[src/rtl/digdug_cus06xx.sv]
// digdug_cus06xx: CPU-to-I/O bridge with an optional periodic NMI timer (DIGDUG_CUS06XX_NMI_EN).
module digdug_cus06xx #(
  parameter int PERIOD_BASE = 2400,
  parameter int NMI_WIDTH = 200
) (
  input  logic       CL,
  input  logic       RESET,
  input  logic       CPU_CS,
  input  logic       CPU_WR,
  input  logic       CPU_RD,
  input  logic       CPU_A,
  input  logic [7:0] CPU_DI,
  output logic [7:0] CPU_DO,
  output logic       NMI,
  output logic       IO_CS,
  output logic       IO_WR,
  output logic [4:0] IO_AD,
  output logic [7:0] IO_DO,
  input  logic [7:0] IO_DI
);
  logic [7:0] ctrl;
  logic [3:0] idx, pa;
  logic cmd, en_wr, en_rd, ctl_wr, dat_wr, dat_rd;
  assign en_wr = ctrl[0] & ~ctrl[4];
  assign en_rd = ctrl[0] & ctrl[4];
  assign ctl_wr = CPU_CS & CPU_WR & CPU_A;
  assign dat_wr = CPU_CS & CPU_WR & ~CPU_A & en_wr;
  assign dat_rd = CPU_CS & CPU_RD & ~CPU_WR & ~CPU_A & en_rd;
  always_ff @(posedge CL or posedge RESET)
    if (RESET) begin
      ctrl <= '0;
      idx <= '0;
      pa <= '0;
      cmd <= 1'b0;
      IO_CS <= 1'b0;
      IO_WR <= 1'b0;
      IO_DO <= '0;
    end else begin
      IO_CS <= ctl_wr | dat_wr;
      IO_WR <= ctl_wr | dat_wr;
      cmd <= ctl_wr;
      pa <= idx;
      if (ctl_wr | dat_wr) IO_DO <= CPU_DI;
      if (ctl_wr) ctrl <= CPU_DI;
      idx <= ctl_wr ? 4'd0 : (dat_wr | dat_rd) ? idx + 4'd1 : idx;
    end
  // the pulse address is captured with the pulse; between pulses the bus shows the live index
  assign IO_AD = IO_WR ? (cmd ? 5'h10 : {1'b0, pa}) : {1'b0, idx};
  assign CPU_DO = CPU_A ? ctrl : en_rd ? IO_DI : 8'hFF;
`ifdef DIGDUG_CUS06XX_NMI_EN
  localparam int CW = $clog2(7 * PERIOD_BASE + 1);
  logic [CW-1:0] cnt, p;
  assign p = CW'(ctrl[7:5] * PERIOD_BASE);
  assign NMI = (p != '0) && (cnt >= p - CW'(NMI_WIDTH));
  always_ff @(posedge CL or posedge RESET)
    if (RESET) cnt <= '0;
    else if (ctl_wr || p == '0) cnt <= '0;
    else cnt <= (cnt == p - 1'b1) ? '0 : cnt + 1'b1;
`else
  assign NMI = 1'b0;
`endif
endmodule
[config.mk]
export PLATFORM = sky130hd
export DESIGN_NAME = digdug_cus06xx
export DESIGN_NICKNAME = d
export VERILOG_FILES = /design/src/rtl/digdug_cus06xx.sv
export SDC_FILE = /design/constraint.sdc
export NUM_CORES = 1
export LEC_CHECK = 0
export ABC_AREA = 1
export BUFFER_PORTS_ARGS = -buffer_cell sky130_fd_sc_hd__buf_2
export CAP_MARGIN = 30
export CORE_MARGIN = 2
export CORE_UTILIZATION = 25
export CTS_CLUSTER_SIZE = 12
export DETAILED_ROUTE_END_ITERATION = 6
export GPL_ROUTABILITY_DRIVEN = 0
export GPL_TIMING_DRIVEN = 0
export MAX_ROUTING_LAYER = met4
export PLACE_DENSITY = 0.57
export SLEW_MARGIN = 20
export SYNTH_ARGS = -nofsm -noshare
export SYNTH_HDL_FRONTEND = slang
export SYNTH_SLANG_ARGS = --single-unit
[constraint.sdc]
create_clock -name CL -period 2.6 [get_ports CL]
set_input_delay 0 -clock CL [delete_from_list [all_inputs] [get_ports CL]]
set_output_delay 0 -clock CL [all_outputs]
set_load 0.01 [all_outputs]
After elaboration in Yosys (flattened, before gate mapping). Index checks and enable logic that the tools add are counted.

Flip-flop bits (word level): 26. Input port bits: 22. Output and inout port bits: 24. Word-level logic and storage cells: 29.

Add/sub/neg operators: 1. Multiplexer cells: 6. Bitwise logic cells: 15. Reductions and logical operators: 1.

Operators by type and width (number): 2-to-1 mux 8 bit (2); AND 1 bit (10); 2-to-1 mux 5 bit (2); 2-to-1 mux 4 bit (2); adder 4 x 1 -> 4 bit, second input constant (1); inverter 1 bit (3); OR 1 bit (2); nonzero test 2 bit (1).

Logic depth before layout (Yosys ltp).
Depth after elaboration: 7. Depth in mapped cells: 7. Depth with buffers taken out: 7.

Least setup slack after synthesis. Ideal clock, no wire load.

Kind: register to register. From: reg ctrl[4]. To: reg idx[1]. Library setup time: 0.118 ns. Arrival: 0.924 ns. Data required time: 2.482 ns. Path slack: 1.558 ns. Cell stages (with the launch flop): 8. Buffers on the path: 1. Period minus slack after synthesis: 1.042 ns. Cells stage by stage: dfrtp_1 > inv_1 > nand2_1 > nor2_1 > nor2_4 > buf_6 > nand3_1 > nand2_1.

Word-level cells in the longest chain between the ends: 5. Elaborated cells on any way between the ends: 7. Classes of those cells: bitwise (6); reduce/logical (1).

RTL lines: from (decl) (line 21) `logic [7:0] ctrl;`; from (signal assigned) (line 31) `ctrl <= '0;`; from (signal assigned) (line 44) `if (ctl_wr) ctrl <= CPU_DI;`; inverter 1 bit (line 24) `assign en_wr = ctrl[0] & ~ctrl[4];`; AND 1 bit (line 24); AND 1 bit (line 27) `assign dat_wr = CPU_CS & CPU_WR & ~CPU_A & en_wr;`; OR 1 bit * (line 45) `idx <= ctl_wr ? 4'd0 : (dat_wr | dat_rd) ? idx + 4'd1 : idx;`; nonzero test 2 bit (no source line) *; to (signal assigned) (line 45); to (decl) (line 22) `logic [3:0] idx, pa;`.

Every way passes the cells marked *; elsewhere a longest branch is shown, timed or not. A chain may end at the register's enable or synchronous reset.

Worst setup path in the final report.
From: reg ctrl[0]. To: out CPU_DO[7].

Word-level cells in the longest chain between the ends: 3.

RTL lines: AND 1 bit (line 25) `assign en_rd = ctrl[0] & ctrl[4];`; 2-to-1 mux 8 bit (2 in series) (line 49) `assign CPU_DO = CPU_A ? ctrl : en_rd ? IO_DI : 8'hFF;`; to (decl) (line 13) `output logic [7:0] CPU_DO,`.

No other way between the ends.

==> results.txt <==
----------------------------------------------------
[Global route]
  Number of global-route vias before repair ... 1043
  Wire length of the first global-routing pass ... 4860 µm
  Number of antenna violations at the first check in global routing ... 0
  Remaining Overflow, GRT ... 0
  Total global-route track usage ... 0.119
  Pin count of the biggest net entering global routing ... 17

[Placement]
  Cell area after placement ... 1530 µm²
  Placed Cells incl. Taps ... 246
  Number of buffer cells added on primary ports ... 44
  DP HPWL ... 2170 µm

[Pwr]
  Leakage power total ... 0.916 nW
  Power density over the cells ... 597 nW/µm²
  Max IR drop VDD ... 302 µV

[Status]
  Result of the run ... finished clean

[Run]
  Total of max-cap violations ... 0

[Timing]
  Hold slack final ... 195 ps
  Number of pins exceeding their max-slew limit in the final report ... 0
  Setup TNS after final layout ... 0 ps
  Tmin final ... 1280 ps
  Setup violation total in the final timing report ... 0
  Max Clk Rate ... 0.780 GHz
  Number of hold-slack violations in the final timing report ... 0
  Final Skew ... 4.73 ps
  RSZ-0062 raised after global routing ... false
  Period Utilization, post-route ... 0.493

[Cells and area]
  Net count, final ... 229
  Filler Cell Count ... 516
  Fraction of final layout cells with drive strength greater than 1 ... 0.283
  ANT cells ... 0
  Layout Cell Area excl Fill ... 1670 µm²
  Area growth from synthesis to layout ... 38.0%
  Filler-free cell count of the finished design ... 259

[Detailed routing]
  Number of DRC markers after the initial detailed-route iteration ... 63
  First-pass DRT Iterations ... 4
  Post-detailed-route count of antenna-violating nets ... 0
  Top routing layer in use ... met3
  DRC ... 0
  Detailed route wirelength on metal3 ... 158 µm
  Final wirelength ... 2870 µm
  Routed vias ... 1105
  M1 wire length ... 1400 µm
  Metal2 WL ... 1310 µm
  Mean routed wirelength per cell ... 11.1 µm
  Via density per instance ... 4.27

[Floorplanning]
  Std cell rows ... 25
  Count of pins on the block boundary ... 46
  Die Width ... 73.6 µm
  Full die area ... 5420 µm²
  Floorplan core area ... 4690 µm²
  Initial standard-cell utilization of the core ... 0.258
  Die span in y ... 73.6 µm

[Logic synthesis]
  Yosys synthesis warning count ... 0
  Flip-flop and latch count after synthesis ... 26
  Sequential share of the synthesized area ... 0.537
  Post-synthesis area per instance ... 8.25 µm²
  Synthesized area ... 1210 µm²
  Post-synth net total ... 170
  Gate Count Post-Synth ... 147
  Unique masters post-synth ... 17

[Clock network]
  Post-CTS clock slew at the launch and capture registers of the worst setup and hold paths ... 90 ps
  Clock latency at the later pin of the worst-skew pair ... 270 ps
  Total CTS buffers ... 3
  Number of buffers on the longest clock path ... 2
  TritonCTS sink count ... 26
  Count of buffers added by post-CTS timing repair for setup ... 0
  Depth of the CTS H-tree ... 1
  TritonCTS clock tree ... built
  Clock tree root driver cell ... sky130_fd_sc_hd__clkbuf_8

[Critical path]
  Terminus of the critical flop-to-flop path ... idx[2]$_DFFE_PP0P_
  Category of the critical setup timing path ... reg2out
  Data arrival at the endpoint of the critical path ... 1280 ps
  Critical Path Start ... ctrl[0]$_DFFE_PP0P_
  Source of the worst register-to-register timing path ... ctrl[0]$_DFFE_PP0P_
  Critical path fanouts, max ... 9
  Critical path destination ... CPU_DO[7]
  Worst reg-to-reg setup slack ... 1350 ps
  Required arrival time at the worst endpoint ... 2600 ps
  CP Launch Type ... register
  Logic depth of the worst register-to-register path ... 6
  Worst Setup End Kind ... output port

[Min path]
  Hold crit path type ... in2reg

----------------------------------------------------
[cells by family after synthesis]
| family | synth area share |
|---|---|
| AND/OR/NAND/NOR | 0.237 |
| other | 0.00309 |
| flip-flops | 0.537 |
| adder cells (fa/ha/maj) | 0.0103 |
| AO/OA/AOI/OAI | 0.116 |
| buffers and inverters | 0.0898 |
| XOR/XNOR | 0.00723 |
[per-layer routing]
metal / GRT usage / up-vias
met5: - / -
met4: 0.0121 / 0
met3: 0.0329 / 0
met2: 0.189 / 37
met1: 0.156 / 491
li1: - / 577
[Yosys cell counts]
| library cell | number | area, µm² |
|---|---|---|
| sky130_fd_sc_hd__conb_1 | 1 | 3.75 |
| sky130_fd_sc_hd__ha_1 | 1 | 12.5 |
| sky130_fd_sc_hd__nor2_1 | 4 | 15.0 |
| sky130_fd_sc_hd__nand4_1 | 1 | 6.26 |
| sky130_fd_sc_hd__buf_4 | 3 | 22.5 |
| sky130_fd_sc_hd__nor2_8 | 1 | 20.0 |
| sky130_fd_sc_hd__dfrtp_1 | 26 | 651 |
| sky130_fd_sc_hd__nand3_1 | 9 | 45.0 |
| sky130_fd_sc_hd__nand2_1 | 49 | 184 |
| sky130_fd_sc_hd__xor2_1 | 1 | 8.76 |
| sky130_fd_sc_hd__nand2_2 | 1 | 6.26 |
| sky130_fd_sc_hd__buf_6 | 1 | 11.3 |
| sky130_fd_sc_hd__nor2_4 | 1 | 11.3 |
| sky130_fd_sc_hd__inv_1 | 16 | 60.1 |
| sky130_fd_sc_hd__clkbuf_1 | 2 | 7.51 |
| sky130_fd_sc_hd__inv_2 | 2 | 7.51 |
| sky130_fd_sc_hd__o21ai_0 | 28 | 140 |
[worst min path at each step]
stage / cells past startpoint / startpoint / slack (ps) / to
after floorplan: 1 / RESET / 40 / IO_DO[0]$_DFFE_PP0P_
after detailed placement: 2 / RESET / 50 / IO_WR$_DFF_PP0_
after global routing: 5 / CPU_CS / 220 / ctrl[4]$_DFFE_PP0P_
final: 6 / CPU_A / 200 / idx[3]$_DFFE_PP0P_
after global placement: 3 / CPU_DI[3] / 210 / IO_DO[3]$_DFFE_PP0P_
after CTS: 5 / CPU_WR / 190 / idx[0]$_DFFE_PP0P_
[sequential cells by signal (all words and copies together) (netlist names)]
name and flops:
idx 4, IO_DO 8, IO_WR 1, cmd 1, pa 4, ctrl 8
[per-stage QoR]
stage / worst slack, ps / power (mW) / util
after floorplan: 1560 / 0.636 / -
after global placement: 1360 / 0.736 / 0.320
after detailed placement: 1370 / 0.744 / 0.326
after CTS: 1290 / 1.02 / 0.357
after global routing: 1150 / 1.07 / 0.357
final: 1320 / 0.998 / 0.357
[area by class of cell]
class,count,area (µm²),share of cell area
multi-input cells,97,453,0.271
repair buffers,54,338,0.202
plain buffers,6,41.3,0.0247
inverters,18,67.6,0.0404
clock buffers,4,55.1,0.0329
flip-flops and latches,26,651,0.389
well taps,54,67.6,0.0404
[power breakdown]
group	total, mW	internal, mW	switching (mW)	leakage, nW
Sequential	0.499	0.466	0.0323	0.334
Clock	0.255	0.135	0.120	0.0288
Combinational	0.244	0.104	0.140	0.553
Total	0.998	0.705	0.293	0.916
[cells in the final DEF (no fill, tap or decap), drive strengths merged]
cell type	count
buf	49
clkbuf	6
conb	1
dfrtp	26
dlygate4sd3	9
ha	1
inv	18
nand2	50
nand3	9
nand4	1
nor2	6
o21ai	28
xor2	1
[critical path, stage by stage, from the launching register on]
cell and delay (ps):
sky130_fd_sc_hd__dfrtp_1 370, sky130_fd_sc_hd__nand2_1 190, sky130_fd_sc_hd__o21ai_0 200, sky130_fd_sc_hd__o21ai_0 110, sky130_fd_sc_hd__buf_2 150
[timing repair]
action                                 CTS  global route
endpoints found under the hold margin   26             0
hold buffers                             9             0
resized for setup                        0             0
Power figures use the tool's default switching activity.
